--- config.mk ---
export PLATFORM = sky130hd
export DESIGN_NAME = fetch_stage_flat
export DESIGN_NICKNAME = d
export VERILOG_FILES = /design/src/rtl/fetch_pkg.sv /design/src/rtl/fetch_stage_if.sv /design/src/rtl/fetch_stage_if_id_reg.sv /design/src/rtl/fetch_stage.sv /design/src/flat_wrapper.sv
export SDC_FILE = /design/constraint.sdc
export NUM_CORES = 1
export LEC_CHECK = 0
export CAP_MARGIN = 15
export CORE_MARGIN = 3
export CORE_UTILIZATION = 53
export CTS_CLUSTER_SIZE = 8
export DETAILED_ROUTE_END_ITERATION = 10
export GPL_ROUTABILITY_DRIVEN = 1
export HOLD_SLACK_MARGIN = 0.1
export PLACE_DENSITY_LB_ADDON = 0.25
export SETUP_SLACK_MARGIN = 0.4
export SLEW_MARGIN = 40
export SYNTH_ARGS = -nofsm -noshare
export SYNTH_HDL_FRONTEND = slang
export SYNTH_SLANG_ARGS = --single-unit
--- constraint.sdc ---
create_clock -name clk -period 4.8 [get_ports clk]
set_input_delay 0.48 -clock clk [delete_from_list [all_inputs] [get_ports clk]]
set_output_delay 0.48 -clock clk [all_outputs]
set_load 0.005 [all_outputs]
--- src/rtl/fetch_pkg.sv ---
// Shared types and constants for the instruction-fetch stage.
package fetch_pkg;

  typedef enum logic [1:0] {
    IDLE    = 2'd0,
    FETCH   = 2'd1,
    HOLD    = 2'd2,
    DISCARD = 2'd3
  } fetch_state_t;

  localparam logic [31:0] NOP_INSTR      = 32'h0;
  localparam int          PC_STEP        = 4;
  localparam int          PC_READ_OFFSET = 8;

endpackage

--- src/rtl/fetch_stage_if.sv ---
// Instruction-memory request/response bus between fetch_stage and imem.
interface fetch_stage_if #(
  parameter int DATA_W = 32
);
  logic              req;
  logic [DATA_W-1:0] addr;
  logic [DATA_W-1:0] rdata;
  logic              valid;

  modport master (output req, addr, input rdata, valid);
  modport slave  (input req, addr, output rdata, valid);
endinterface

--- src/rtl/fetch_stage_if_id_reg.sv ---
// IF/ID pipeline register: clear beats hold, hold beats load, otherwise bubble.
module if_id_reg
  import fetch_pkg::*;
#(
  parameter int DATA_W = 32
) (
  input  logic              clk,
  input  logic              rst,
  input  logic              clear,
  input  logic              hold,
  input  logic              load,
  input  logic [DATA_W-1:0] load_instr,
  input  logic [DATA_W-1:0] load_pc,
  output logic [DATA_W-1:0] instr,
  output logic [DATA_W-1:0] pc,
  output logic [DATA_W-1:0] pc_plus8,
  output logic              valid
);

  logic [DATA_W-1:0] instr_reg;
  logic [DATA_W-1:0] pc_reg;
  logic [DATA_W-1:0] pc_plus8_reg;
  logic              valid_reg;

  always_ff @(posedge clk) begin
    if (!rst) begin
      instr_reg    <= '0;
      pc_reg       <= '0;
      pc_plus8_reg <= '0;
      valid_reg    <= 1'b0;
    end else if (clear) begin
      instr_reg <= DATA_W'(NOP_INSTR);
      valid_reg <= 1'b0;
    end else if (hold) begin
      valid_reg <= valid_reg;
    end else if (load) begin
      instr_reg    <= load_instr;
      pc_reg       <= load_pc;
      pc_plus8_reg <= load_pc + DATA_W'(PC_READ_OFFSET);
      valid_reg    <= 1'b1;
    end else begin
      valid_reg <= 1'b0;
    end
  end

  assign instr    = instr_reg;
  assign pc       = pc_reg;
  assign pc_plus8 = pc_plus8_reg;
  assign valid    = valid_reg;

endmodule

--- src/rtl/fetch_stage.sv ---
// Fetch stage: PC, single-outstanding imem requests, stall buffer and redirect.
// Optional FETCH_PERF_CNT_EN adds fetched/stall/discard counters.
module fetch_stage
  import fetch_pkg::*;
#(
  parameter int                DATA_W   = 32,
  parameter logic [DATA_W-1:0] RESET_PC = '0
) (
  input  logic              clk,
  input  logic              rst,
  input  logic              stall_f,
  input  logic              flush_d,
  input  logic              pc_src,
  input  logic [DATA_W-1:0] branch_target,
  fetch_stage_if.master     imem,
  output logic [DATA_W-1:0] instr_d,
  output logic [DATA_W-1:0] pc_d,
  output logic [DATA_W-1:0] pc_plus8_d,
  output logic              valid_d
`ifdef FETCH_PERF_CNT_EN
  ,
  output logic [31:0]       perf_fetched,
  output logic [31:0]       perf_stall_cyc,
  output logic [31:0]       perf_discards
`endif
);

  fetch_state_t      state_reg, state_next;
  logic [DATA_W-1:0] pc_reg, pc_next;
  logic [DATA_W-1:0] redir_reg, redir_next;
  logic [DATA_W-1:0] buf_instr_reg, buf_instr_next;
  logic [DATA_W-1:0] buf_pc_reg, buf_pc_next;

  logic              clear;
  logic              load;
  logic              drop;
  logic [DATA_W-1:0] load_instr;
  logic [DATA_W-1:0] load_pc;

  always_ff @(posedge clk) begin
    if (!rst) begin
      state_reg     <= IDLE;
      pc_reg        <= RESET_PC;
      redir_reg     <= '0;
      buf_instr_reg <= '0;
      buf_pc_reg    <= '0;
    end else begin
      state_reg     <= state_next;
      pc_reg        <= pc_next;
      redir_reg     <= redir_next;
      buf_instr_reg <= buf_instr_next;
      buf_pc_reg    <= buf_pc_next;
    end
  end

  always_comb begin
    state_next     = state_reg;
    pc_next        = pc_reg;
    redir_next     = redir_reg;
    buf_instr_next = buf_instr_reg;
    buf_pc_next    = buf_pc_reg;
    imem.req       = 1'b0;
    clear          = flush_d | pc_src;
    load           = 1'b0;
    drop           = 1'b0;
    load_instr     = imem.rdata;
    load_pc        = pc_reg;

    case (state_reg)
      IDLE: begin
        state_next = FETCH;
      end
      FETCH: begin
        imem.req = 1'b1;
        if (pc_src) begin
          // Without a response in hand the request is still in flight;
          // its reply must be swallowed before the new address is issued.
          if (imem.valid) begin
            pc_next = branch_target;
            drop    = 1'b1;
          end else begin
            redir_next = branch_target;
            state_next = DISCARD;
          end
        end else if (imem.valid) begin
          pc_next = pc_reg + DATA_W'(PC_STEP);
          if (stall_f) begin
            buf_instr_next = imem.rdata;
            buf_pc_next    = pc_reg;
            state_next     = HOLD;
          end else begin
            load = 1'b1;
          end
        end
      end
      HOLD: begin
        if (pc_src) begin
          pc_next    = branch_target;
          drop       = 1'b1;
          state_next = FETCH;
        end else if (!stall_f) begin
          load       = 1'b1;
          load_instr = buf_instr_reg;
          load_pc    = buf_pc_reg;
          state_next = FETCH;
        end
      end
      DISCARD: begin
        imem.req = 1'b1;
        if (imem.valid) begin
          drop       = 1'b1;
          pc_next    = pc_src ? branch_target : redir_reg;
          state_next = FETCH;
        end else if (pc_src) begin
          redir_next = branch_target;
        end
      end
      default: begin
        state_next = IDLE;
      end
    endcase
  end

  assign imem.addr = pc_reg;

  if_id_reg #(
    .DATA_W(DATA_W)
  ) u_if_id (
    .clk       (clk),
    .rst       (rst),
    .clear     (clear),
    .hold      (stall_f),
    .load      (load),
    .load_instr(load_instr),
    .load_pc   (load_pc),
    .instr     (instr_d),
    .pc        (pc_d),
    .pc_plus8  (pc_plus8_d),
    .valid     (valid_d)
  );

`ifdef FETCH_PERF_CNT_EN
  logic [31:0] fetched_reg, stall_cyc_reg, discards_reg;

  always_ff @(posedge clk) begin
    if (!rst) begin
      fetched_reg   <= '0;
      stall_cyc_reg <= '0;
      discards_reg  <= '0;
    end else begin
      if (load && !clear && !stall_f) fetched_reg <= fetched_reg + 32'd1;
      if (stall_f && state_reg != IDLE) stall_cyc_reg <= stall_cyc_reg + 32'd1;
      if (drop) discards_reg <= discards_reg + 32'd1;
    end
  end

  assign perf_fetched   = fetched_reg;
  assign perf_stall_cyc = stall_cyc_reg;
  assign perf_discards  = discards_reg;
`endif

endmodule

--- src/flat_wrapper.sv ---
// flat-port wrapper written by rule: the top's interface ports become plain ports
module fetch_stage_flat import fetch_pkg::*;
#(
  parameter int                DATA_W   = 32,
  parameter logic [DATA_W-1:0] RESET_PC = '0
)
  (clk, rst, stall_f, flush_d, pc_src, branch_target, instr_d, pc_d, pc_plus8_d, valid_d, imem_req, imem_addr, imem_rdata, imem_valid);
  fetch_stage_if #(.DATA_W(DATA_W)) imem_i ();
  input  logic clk;
  input  logic rst;
  input  logic stall_f;
  input  logic flush_d;
  input  logic pc_src;
  input  logic [DATA_W-1:0] branch_target;
  output logic [DATA_W-1:0] instr_d;
  output logic [DATA_W-1:0] pc_d;
  output logic [DATA_W-1:0] pc_plus8_d;
  output logic valid_d;
  output wire logic [$bits(imem_i.req)-1:0] imem_req;
  output wire logic [$bits(imem_i.addr)-1:0] imem_addr;
  input wire logic [$bits(imem_i.rdata)-1:0] imem_rdata;
  input wire logic [$bits(imem_i.valid)-1:0] imem_valid;
  assign imem_req = imem_i.req;
  assign imem_addr = imem_i.addr;
  assign imem_i.rdata = imem_rdata;
  assign imem_i.valid = imem_valid;
  fetch_stage #(.DATA_W(DATA_W), .RESET_PC(RESET_PC)) u_core (.clk(clk), .rst(rst), .stall_f(stall_f), .flush_d(flush_d), .pc_src(pc_src), .branch_target(branch_target), .imem(imem_i), .instr_d(instr_d), .pc_d(pc_d), .pc_plus8_d(pc_plus8_d), .valid_d(valid_d));
endmodule
Word-level counts from Yosys, hierarchy flattened
Index checks and enable logic that the tools add are counted. W data, S select, Z words.

Eq/ne operators: 13. Bitwise operators: 5. Add/subtract/negate cells: 2. Multiplexer cells: 31. Reduce and logical (&&, ||, !) cells: 12.

Operators with widths (number): $mux W32 (14); $pmux W32 S3 (1); $pmux W32 S2 (1); $add A32 B3 Y32 const B (1); $add A32 B4 Y32 const B (1); $mux W2 (7); $ne A2 B2 Y1 const B (6); $ne A3 B3 Y1 const B (4); $reduce_and A4 Y1 (3); $pmux W2 S4 (1); $mux W1 (6); $reduce_and A3 Y1 (2); $reduce_and A5 Y1 (1); $eq A2 B2 Y1 const B (2); $not A1 Y1 (4); $reduce_or A2 Y1 (2); $reduce_bool A3 Y1 (1); $eq A2 B1 Y1 const B (1); $logic_not A2 Y1 (1); $pmux W1 S2 (1); $reduce_and A2 Y1 (1); $reduce_bool A2 Y1 (1); $or A1 B1 Y1 (1).

Output and inout bits: 130. Logic and storage cells: 72. Flip-flop bits (word level): 227. Bits of input ports: 70.

Longest topological paths before layout
Gate-level depths: netlist (run 1).

Depth in word-level cells: 5. Mapped depth: 17. Gate-level depth less buffers: 11.

By module
Synthesis (run 1) repeated with hierarchy kept, for this count alone.

Cells, all modules: 1303. Area, all modules: 10850.4 µm².

Modules (own cells, without submodules): fetch_stage (area each 7045.5 µm², cells an instance 843, sequential area each 2602.5 µm², times used 1); if_id_reg (area each 3804.9 µm², cells an instance 460, sequential area each 1881.8 µm², times used 1).

Least setup slack after synthesis (run 1)
No wires, ideal clock.

Path type: register to register. From: register u_core.state_reg[0]. To: register u_core.u_if_id.pc_plus8_reg[27], in the netlist u_core.u_if_id.pc_plus8[27]. Data required time: 4680 ps. Stages on the path, launching flop included: 17. Arrival time: 3409 ps. Setup time: 120 ps. Slack: 1271 ps. Path buffers: 5. Clock period less this slack: 3529 ps. Cell sequence: dfxtp_1 > inv_1 > ha_1 > buf_2 > nor3b_1 > buf_4 > buf_4 > buf_4 > buf_2 > nand2_1 > nand2_1 > ha_1 > nand2_1 > nor4_1 > o22ai_2 > or3b_1 > a211o_1.

Longest elaborated chain between the ends: 3. Elaborated cells on any way between the ends: 6. Those cells by class: add/sub (1); eq/ne (2); mux (2); reduce/logical (1).

RTL lines: start: declaration (line fetch_stage.sv:28) `fetch_state_t state_reg, state_next;`; start signal: assignment (line fetch_stage.sv:48) `state_reg <= state_next;`; $eq A2 B2 Y1 (line fetch_stage.sv:69) `case (state_reg)`; $mux W32 (line fetch_stage.sv:69); net u_core.load_pc[3] (line fetch_stage.sv:38) `logic [DATA_W-1:0] load_pc;`; $add A32 B4 Y32 (line fetch_stage_if_id_reg.sv:39) `pc_plus8_reg <= load_pc + DATA_W'(PC_READ_OFFSET);`; end signal: assignment (line fetch_stage_if_id_reg.sv:39); end: declaration (line fetch_stage_if_id_reg.sv:22) `logic [DATA_W-1:0] pc_plus8_reg;`.

The timed path passes the listed nets, and every way through them passes these cells. A chain may end at the register's enable or synchronous reset.

Final worst setup path (run 1)
Same ends and word-level chain as after synthesis.

==> results by group, run 1 <==
Worst setup path
  – Critical path peak fanout: 23
  – FF-to-FF Start: u_core.state_reg[0]
  – Critical setup path kind: reg2reg
  – Crit path cell chain: inv_1 > ha_1 > or3b_1 > buf_4 > nand2_1 > nand2_1 > ha_1 > nand2_1 > nor4_1 > o22ai_2 > or3b_1 > a211o_1
  – Critical Path Max Stage Delay: 690 ps
  – Reg2reg path depth: 12
  – Crit path max-delay family: simple AND/OR/NAND/NOR gates
  – WP data required: 5230 ps
  – CP Buf/Inv Count: 2
  – Crit path max-delay cell type: nor4_1
  – Reg2reg end: u_core.u_if_id.pc_plus8[27]
  – Data arrival time of the worst path: 4290 ps
  – Flop-to-flop setup slack: 940 ps
  – CP most frequent cell: nand2_1
  – Worst setup SP type: flip-flop
  – Worst setup EP type: flip-flop
  – Levels on crit path: 12

Placed design
  – DP HPWL: 20.8 mm
  – Final GP Congestion: 0.905
  – Port bufs: 199
  – Cell Area, Placed: 12600 um^2

Synthesis
  – Flop and latch count out of synthesis: 224
  – Post-Syn Instances: 1347
  – Post-Syn Nets: 1423
  – Synth unique cells: 68
  – Predominant post-synthesis flop cell: dfxtp_1
  – Async SR Flop Fraction: 0%
  – Sequential fraction of the synthesis area: 42.0%
  – Synthesis Warnings: 0
  – Post-synth EDFFs: 0
  – Mean Syn Cell Area: 7.93 um^2
  – Area of the mapped netlist: 10700 um^2

CTS
  – TritonCTS clock tree: done
  – Post-CTS Hold Buffers: 0
  – Post-CTS Repair Setup Buffers: 0
  – CTS Buf Count: 31
  – Clk buf depth: 3
  – Worst-path clk slew: 50 ps
  – H-tree levels: 1
  – Worst skew pair latency: 540 ps
  – Sink Count: 224
  – Root buffer cell: clkbuf_16
  – PostCTS Resize Cnt: 0

Timing
  – FMAX: 0.259 GHz
  – Slew Limit Fails: 0
  – Tightest Pin Transition: 892 ps
  – Skew final: 9.43 ps
  – RSZ-0062 raised after global routing: false
  – Fin Setup TNS: 0 ps
  – Final period util: 80.5%
  – Period minus WS final: 3860 ps
  – Endpoints failing hold: 0
  – Finish-stage setup viols: 0
  – Max-Slew Margin vs Limit: 40.0%

Power
  – Cell leakage power: 4.56 nW
  – Power Density: 345 nW/um^2
  – Pint: 3.37 mW
  – Clk pwr share: 40.1%
  – Reg power frac: 44.6%
  – Switching share of power: 27.3%
  – Psw: 1.26 mW
  – Gate power share: 15.3%
  – Worst vdd ir: 0.000267 V

Min path
  – Worst hold-check path type: reg2reg
  – Hold depth: 2
  – Hold path start: u_core.buf_instr_reg[4]
  – Worst Hold End: u_core.buf_instr_reg[4]

Layout
  – Number of fill cells: 1663
  – Share of cells above drive strength 1: 5.25%
  – ANT cells: 0
  – Final instance area: 13400 um^2
  – Synthesis-to-layout area growth: 25.8%
  – NumNets Final: 1545

Detailed routing
  – Via count: 10.5k
  – DRC: 0
  – Routed len/inst: 18.0 um
  – DRT Pass-1 Iters: 8
  – Post-DRT Antenna Nets: 0
  – Routed WL: 31.2 mm
  – 1st-iter DRT viols: 1187
  – Via density per instance: 6.07

Global route
  – Vias in the first global route: 9491
  – First-pass GRT wire length: 50.4 mm
  – Overflow left after global routing: 0
  – Total GRT Usage: 27.3%
  – Largest net degree at the start of global routing: 67
  – Initial antenna violation count: 0

Die
  – Die ar.: 21900 um^2
  – Boundary Pins: 200
  – Core area: 19700 um^2
  – Chip height: 148 um
  – Initial core utilization: 54.3%
  – Num rows: 51
  – Die X: 148 um

Run
  – Max Cap Violations: 0

Status
  – Run status: completed
## cell usage after synthesis (all sizes together) (3+ instances only)
cell type | n | area [um^2]
a22oi | 19 | 143
a2bb2oi | 3 | 26.3
xor2 | 5 | 43.8
a31oi | 8 | 50.1
nand2 | 262 | 983
a221oi | 7 | 61.3
clkbuf | 93 | 349
o211ai | 9 | 67.6
nand4 | 14 | 87.6
dfxtp | 224 | 4480
o221ai | 4 | 35.0
o21ai | 51 | 255
a211oi | 50 | 375
ha | 6 | 75.1
o31ai | 7 | 52.6
mux2i | 61 | 611
nor3 | 33 | 170
a22o | 4 | 35.0
nor2 | 99 | 372
o22a | 3 | 26.3
nor2b | 3 | 18.8
or3b | 3 | 26.3
nor3b | 5 | 37.5
a21oi | 133 | 666
o311ai | 14 | 123
o211a | 4 | 40.0
and4 | 3 | 26.3
o31a | 6 | 52.6
or3 | 10 | 62.6
and3 | 15 | 93.8
inv | 13 | 48.8
a21o | 5 | 37.5
o22ai | 7 | 56.3
and2 | 7 | 43.8
a311oi | 4 | 35.0
a222oi | 4 | 40.0
xnor2 | 9 | 78.8
or4 | 4 | 30.0
nand3 | 55 | 280
nor4 | 13 | 103
o21a | 9 | 67.6
buf | 35 | 195
nand2b | 4 | 25.0
## through the flow
stage / hold WS [ps] / setup slack (ps) / instances / power, mW / util (%)
after floorplan: 436 / 1270 / 1347 / 2.47 / -
after global placement: 441 / 990 / 1701 / 2.77 / 64.2
after detailed placement: 446 / 836 / 1701 / 2.79 / 64.3
after CTS: 453 / 1120 / 1733 / 4.64 / 68.3
after global routing: 469 / 787 / 1733 / 4.82 / 68.3
final: 449 / 937 / 1733 / 4.63 / 68.3
## final cells by class
cell class,count,area (um^2),area share [%]
Multi-Input combinational cell,982,5660,42.1
Sequential cell,224,4480,33.4
Timing Repair Buffer,217,2120,15.8
Clock buffer,31,776,5.78
Tap cell,265,332,2.47
Inverter,13,51.3,0.382
Clock inverter,1,8.76,0.0652
## worst max-delay path by stage
stage                              startpoint                          end  slack (ps)
final                     u_core.state_reg[0]  u_core.u_if_id.pc_plus8[27]         940
after global routing      u_core.state_reg[0]  u_core.u_if_id.pc_plus8[27]         790
after CTS                 u_core.state_reg[0]  u_core.u_if_id.pc_plus8[27]        1120
after detailed placement              stall_f  u_core.u_if_id.pc_plus8[27]         840
after global placement                stall_f  u_core.u_if_id.pc_plus8[27]         990
after floorplan           u_core.state_reg[0]  u_core.u_if_id.pc_plus8[27]        1270
## per-layer routing
layer	vias up	GRT usage, %	part of all wire [%]
li1	5038	-	-
met1	4958	41.4	45
met2	472	41.2	45
met3	59	3.28	7.7
met4	0	7.44	2.5
met5	-	0	0
## logic make-up after synthesis
| kind of cell | count (synthesis) | share of synthesized area, % |
|---|---|---|
| AO/OA/AOI/OAI | 365 | 22.3 |
| adder cells (fa/ha/maj) | 6 | 0.703 |
| XOR/XNOR | 14 | 1.15 |
| buffers and inverters | 141 | 5.55 |
| flip-flops | 224 | 42.0 |
| AND/OR/NAND/NOR | 534 | 22.4 |
| multiplexers | 63 | 5.93 |
## worst register-to-register path: stages, from the launching register on
cell and delay (ps):
dfxtp_1 370, inv_1 90, ha_1 360, or3b_1 270, buf_4 290, nand2_1 110, nand2_1 100, ha_1 290
nand2_1 90, nor4_1 690, o22ai_2 370, or3b_1 450, a211o_1 250
## layout by cell type (no fill, tap or decap), drive strengths merged, types with 15 or more instances in the layout
| cell type | synthesis | routed |
|---|---|---|
| clkbuf | 93 | 31 |
| nand2 | 262 | 262 |
| nor2 | 99 | 99 |
| a211oi | 50 | 50 |
| clkdlybuf4s50 | 0 | 198 |
| and3 | 15 | 15 |
| buf | 35 | 19 |
| nand3 | 55 | 55 |
| nor3 | 33 | 33 |
| a22oi | 19 | 19 |
| a21oi | 133 | 133 |
| mux2i | 61 | 61 |
| dfxtp | 224 | 224 |
| o21ai | 51 | 51 |
## power groups by stage
stage,Combinational [mW],Clock (mW),Sequential [mW]
finish,0.707,1.86,2.06
global route,0.771,1.97,2.07
CTS,0.702,1.88,2.06
detailed placement,0.696,0,2.09
global placement,0.682,0,2.09
floorplan,0.449,0,2.03
Note: power is estimated with default switching activity, not from simulation.
==> inputs of run 2 (changes only) <==
- CORE_UTILIZATION: 53 -> 48
- clock period: 4.8 -> 3.3 ns (I/O delays scaled with it)
==> results by group, run 2 (synthesis gave the netlist of run 1 again) <==
Detailed routing
  – Post-DRT Antenna Nets: 0 (unchanged)
  – DRT Pass-1 Iters: 8 (unchanged)
  – Via density per instance: 5.94 (-2.2%)
  – Routed len/inst: 18.0 um (+0.32%)
  – DRC: 0 (unchanged)
  – 1st-iter DRT viols: 1027 (-13%)
  – Routed WL: 32.0 mm (+2.5%)
  – Via count: 10.5k (-0.095%)

Timing
  – RSZ-0062 raised after global routing: false
  – Slew Limit Fails: 0 (unchanged)
  – Tightest Pin Transition: 731 ps (-161 ps)
  – Finish-stage setup viols: 0 (unchanged)
  – FMAX: 0.375 GHz (+45%)
  – Max-Slew Margin vs Limit: 51.1% (+11 points)
  – Fin Setup TNS: 0 ps (unchanged)
  – Skew final: 16.5 ps (+7.12 ps)
  – Period minus WS final: 2670 ps (-1190 ps)
  – Endpoints failing hold: 0 (unchanged)
  – Final period util: 80.9% (+0.38 points)
  – WHS: 265 ps (-185 ps)

Global route
  – Overflow left after global routing: 0 (unchanged)
  – Initial antenna violation count: 0 (unchanged)
  – Largest net degree at the start of global routing: 66 (-1.5%)
  – First-pass GRT wire length: 50.6 mm (+0.37%)
  – Vias in the first global route: 9473 (-0.19%)
  – Total GRT Usage: 25.1% (-2.2 points)

Worst setup path
  – Worst setup EP type: flip-flop
  – Critical setup path kind: reg2reg
  – Critical Path Max Stage Delay: 390 ps (-300 ps)
  – Crit path max-delay cell type: or3b_1
  – Worst setup SP type: flip-flop
  – Crit path cell chain: inv_2 > ha_4 > nor3b_4 > nand2_2 > nand2_2 > ha_4 > nand4_1 > nor4_4 > o22ai_4 > or3b_1 > a211o_1
  – Critical path peak fanout: 11 (-52%)
  – Data arrival time of the worst path: 3100 ps (-1190 ps)
  – WP data required: 3740 ps (-1490 ps)

Die
  – Die ar.: 24100 um^2 (+10%)
  – Core area: 21400 um^2 (+9.0%)
  – Chip height: 155 um (+4.9%)
  – Initial core utilization: 49.9% (-4.5 points)
  – Die X: 155 um (+4.9%)
  – Num rows: 53 (+3.9%)
  – Boundary Pins: 200 (unchanged)

Placed design
  – DP HPWL: 21.8 mm (+4.8%)
  – Port bufs: 199 (unchanged)
  – Final GP Congestion: 0.934 (+3.2%)
  – Cell Area, Placed: 12900 um^2 (+2.3%)

CTS
  – Sink Count: 224 (unchanged)
  – CTS Buf Count: 31 (unchanged)
  – Clk buf depth: 3 (unchanged)
  – H-tree levels: 1 (unchanged)
  – Worst skew pair latency: 550 ps (about the same)
  – TritonCTS clock tree: done
  – Root buffer cell: clkbuf_16
  – Worst-path clk slew: 50 ps (about the same)

Power
  – Power Density: 495 nW/um^2 (+44%)
  – Worst vdd ir: 0.000425 V (+59%)
  – Cell leakage power: 4.70 nW (+3.2%)

Layout
  – ANT cells: 0 (unchanged)
  – Commonest cells after routing, fill and taps aside: nand2_1 (258), dfxtp_1 (222), clkdlybuf4s50_1 (198)
  – NumNets Final: 1573 (+1.8%)
  – Most common cell after layout, fill and taps aside: nand2_1
  – Final instance area: 13800 um^2 (+2.4%)
  – Synthesis-to-layout area growth: 28.8%
  – Share of cells above drive strength 1: 7.49% (+2.2 points)

Min path
  – Worst hold-check path type: in2reg

Run
  – Max Cap Violations: 0 (unchanged)

Status
  – Run status: completed
-- run 2: changes by cell type in the layout (fill, tap and decap cells not counted), sizes merged --
cell,change
buf,+28
-- run 2: power breakdown --
part / switching (mW) / internal [mW] / leakage, nW
clock: 1.09 / 1.63 / 0.387
combinational: 0.609 / 0.499 / 2.50
sequential: 0.170 / 2.82 / 1.81
-- run 2: final timing paths --
path,startpoint,endpoint,slack (ps),cells after the start
min,rst,u_core.u_if_id.pc[8],260,3
max,u_core.state_reg[0],u_core.u_if_id.pc_plus8[27],630,11
max reg2reg,u_core.state_reg[0],u_core.u_if_id.pc_plus8[27],630,11
min reg2reg,u_core.redir_reg[31],u_core.redir_reg[31],450,2
-- run 2: per-layer routing --
metal / share of wire [%] / track usage (%) / vias up
li1: - / - / 5096
met1: 46 / 37.7 / 4918
met2: 44 / 37.9 / 455
met3: 8.2 / 3.64 / 48
met4: 2.1 / 6.60 / 0
met5: 0 / 0 / -
-- run 2: stage by stage --
step	utilization [%]	instances	power (mW)	setup WS [ps]
after floorplan	-	1347	3.62	238
after global placement	60.4	1735	4.10	203
after detailed placement	60.4	1735	4.12	138
after CTS	64.0	1767	6.84	429
after global routing	64.2	1771	7.07	463
final	64.2	1771	6.81	632
-- run 2: timing repair --
action / CTS / global route
resized for setup: 0 / 1
hold buffers: 0 / 0
setup buffers: 0 / 4
endpoints found under the setup margin: 0 / 3
-- run 2: critical path, delay by kind of cell (launching register included) --
family | cells | cell delay, ps
compound gates | 2 | 400
simple gates | 6 | 1360
fa+ha+maj | 2 | 390
flops | 1 | 340
buf+inv | 1 | 70
-- run 2: cell type report --
type	instances	area [um^2]
timing repair buffer	245	2410
tap	275	344
sequential	224	4490
fill	1873	7670
inverter	13	51.3
clock inverter	1	8.76
multi-input combinational	982	5680
clock buffer	31	776
==> inputs of run 3 (changes only) <==
- CORE_UTILIZATION: 48 -> 53
- clock period: 3.3 -> 2.6 ns (I/O delays scaled with it)
==> results by group, run 3 (synthesis gave the netlist of run 1 again) <==
Detailed routing
  – Routed WL: 33.5 mm (+5.0%)
  – Routed len/inst: 18.3 um (+1.6%)
  – DRT Pass-1 Iters: 6 (-2)
  – 1st-iter DRT viols: 1086 (+5.7%)
  – Post-DRT Antenna Nets: 0 (unchanged)
  – Via count: 11.1k (+5.1%)
  – Via density per instance: 6.04 (+1.7%)
  – DRC: 0 (unchanged)

Layout
  – Final instance area: 14600 um^2 (+6.0%)
  – Share of cells above drive strength 1: 14.1% (+6.6 points)
  – Commonest cells after routing, fill and taps aside: nand2_1 (258), dfxtp_1 (214), clkdlybuf4s50_1 (197)
  – Non-Filler Instances: 1830 (+3.3%)
  – Number of fill cells: 1523 (-19%)
  – Most common cell after layout, fill and taps aside: nand2_1
  – NumNets Final: 1642 (+4.4%)
  – ANT cells: 0 (unchanged)
  – Synthesis-to-layout area growth: 36.5%

Placed design
  – Cell Area, Placed: 13400 um^2 (+3.6%)
  – DP HPWL: 22.6 mm (+3.7%)
  – Port bufs: 199 (unchanged)
  – Final GP Congestion: 0.892 (-4.5%)
  – Dpl cells: 1786 (+2.9%)

Worst setup path
  – Worst setup SP type: flip-flop
  – Critical path peak fanout: 4 (-7)
  – Worst setup EP type: flip-flop
  – Data arrival time of the worst path: 2900 ps (-200 ps)
  – WP data required: 3040 ps (-700 ps)
  – Critical setup path kind: reg2reg

Global route
  – Vias in the first global route: 10.0k (+5.7%)
  – Total GRT Usage: 28.4% (+3.2 points)
  – Largest net degree at the start of global routing: 66 (unchanged)
  – Initial antenna violation count: 0 (unchanged)
  – First-pass GRT wire length: 52.1 mm (+2.9%)
  – Overflow left after global routing: 0 (unchanged)

Power
  – Power Density: 607 nW/um^2 (+22%)
  – Worst vdd ir: 0.000595 V (+40%)
  – Cell leakage power: 5.21 nW (+11%)

CTS
  – CTS Buf Count: 31 (unchanged)
  – Root buffer cell: clkbuf_16
  – Worst skew pair latency: 540 ps (about the same)
  – Worst-path clk slew: 50 ps (about the same)
  – Post-CTS Hold Buffers: 0 (unchanged)
  – H-tree levels: 1 (unchanged)
  – Sink Count: 224 (unchanged)
  – TritonCTS clock tree: done
  – Clk buf depth: 3 (unchanged)

Die
  – Die ar.: 21900 um^2 (-9.1%)
  – Boundary Pins: 200 (unchanged)
  – Die X: 148 um (-4.6%)
  – Initial core utilization: 54.3% (+4.5 points)
  – Core area: 19700 um^2 (-8.2%)
  – Chip height: 148 um (-4.6%)
  – Num rows: 51 (-3.8%)

Run
  – Max Cap Violations: 0 (unchanged)

Timing
  – RSZ-0062 raised after global routing: true
  – Max-Slew Margin vs Limit: 65.7% (+15 points)
  – Period minus WS final: 2470 ps (-202 ps)
  – Final period util: 94.8% (+14 points)
  – Skew final: 8.81 ps (-7.74 ps)
  – FMAX: 0.406 GHz (+8.2%)
  – Endpoints failing hold: 0 (unchanged)
  – Finish-stage setup viols: 0 (unchanged)
  – Tightest Pin Transition: 515 ps (-216 ps)
  – Slew Limit Fails: 0 (unchanged)

Min path
  – Worst hold-check path type: in2reg

Status
  – Run status: completed
-- run 3: final cells by class --
type                       instances  area, um^2  area share (%)
multi-input combinational        982        5890            40.4
inverter                          13        51.3           0.352
sequential                       224        4500            30.9
tap                              265         332            2.27
clock inverter                     1        8.76          0.0601
clock buffer                      31         776            5.32
timing repair buffer             314        3020            20.7
-- run 3: worst paths after layout --
check,start,end,slack [ps],cells after the start
worst max-delay path,u_core.state_reg[0],u_core.u_if_id.pc_plus8[27],130,11
worst min-delay path,rst,u_core.u_if_id.pc_plus8[7],180,2
worst max register to register,u_core.state_reg[0],u_core.u_if_id.pc_plus8[27],130,11
worst min register to register,u_core.buf_instr_reg[3],u_core.buf_instr_reg[3],450,2
-- run 3: stage by stage --
step	hold slack [ps]	TNS, ps	power [mW]	util [%]	setup WS, ps
after detailed placement	446	-1160	5.32	68.2	-190
after CTS	150	0	8.79	72.7	226
after global placement	439	-539	5.30	68.2	-138
after floorplan	396	-2530	4.59	-	-461
final	183	0	8.84	74.2	134
after global routing	178	0	9.17	74.2	9.15
-- run 3: critical path: stages, from the launching register on --
cell and delay [ps]:
dfxtp_2 330, inv_2 70, ha_4 140, nor3b_4 270, nand2_2 110, nand2_2 90
ha_4 130, nand4_1 120, nor4_4 260, o22ai_2 190, or3b_1 380, a211o_1 250
-- run 3: power breakdown --
group	internal (mW)	leakage, nW	switching, mW
sequential	3.58	1.82	0.207
combinational	0.761	3.00	0.825
clock	2.07	0.387	1.40
-- run 3: timing repair --
action	in CTS	in global routing
pin swaps	11	6
setup buffers	7	4
setup endpoints to repair	37	49
cloned	0	1
gates resized for setup	18	53
-- run 3: layer usage --
layer	GRT usage, %	vias to the layer above	part of all wire, %
met1	41.0	5205	43
met4	7.39	0	2.2
met3	4.75	69	9.1
met5	0	-	0
met2	44.4	538	46
li1	-	5242	-
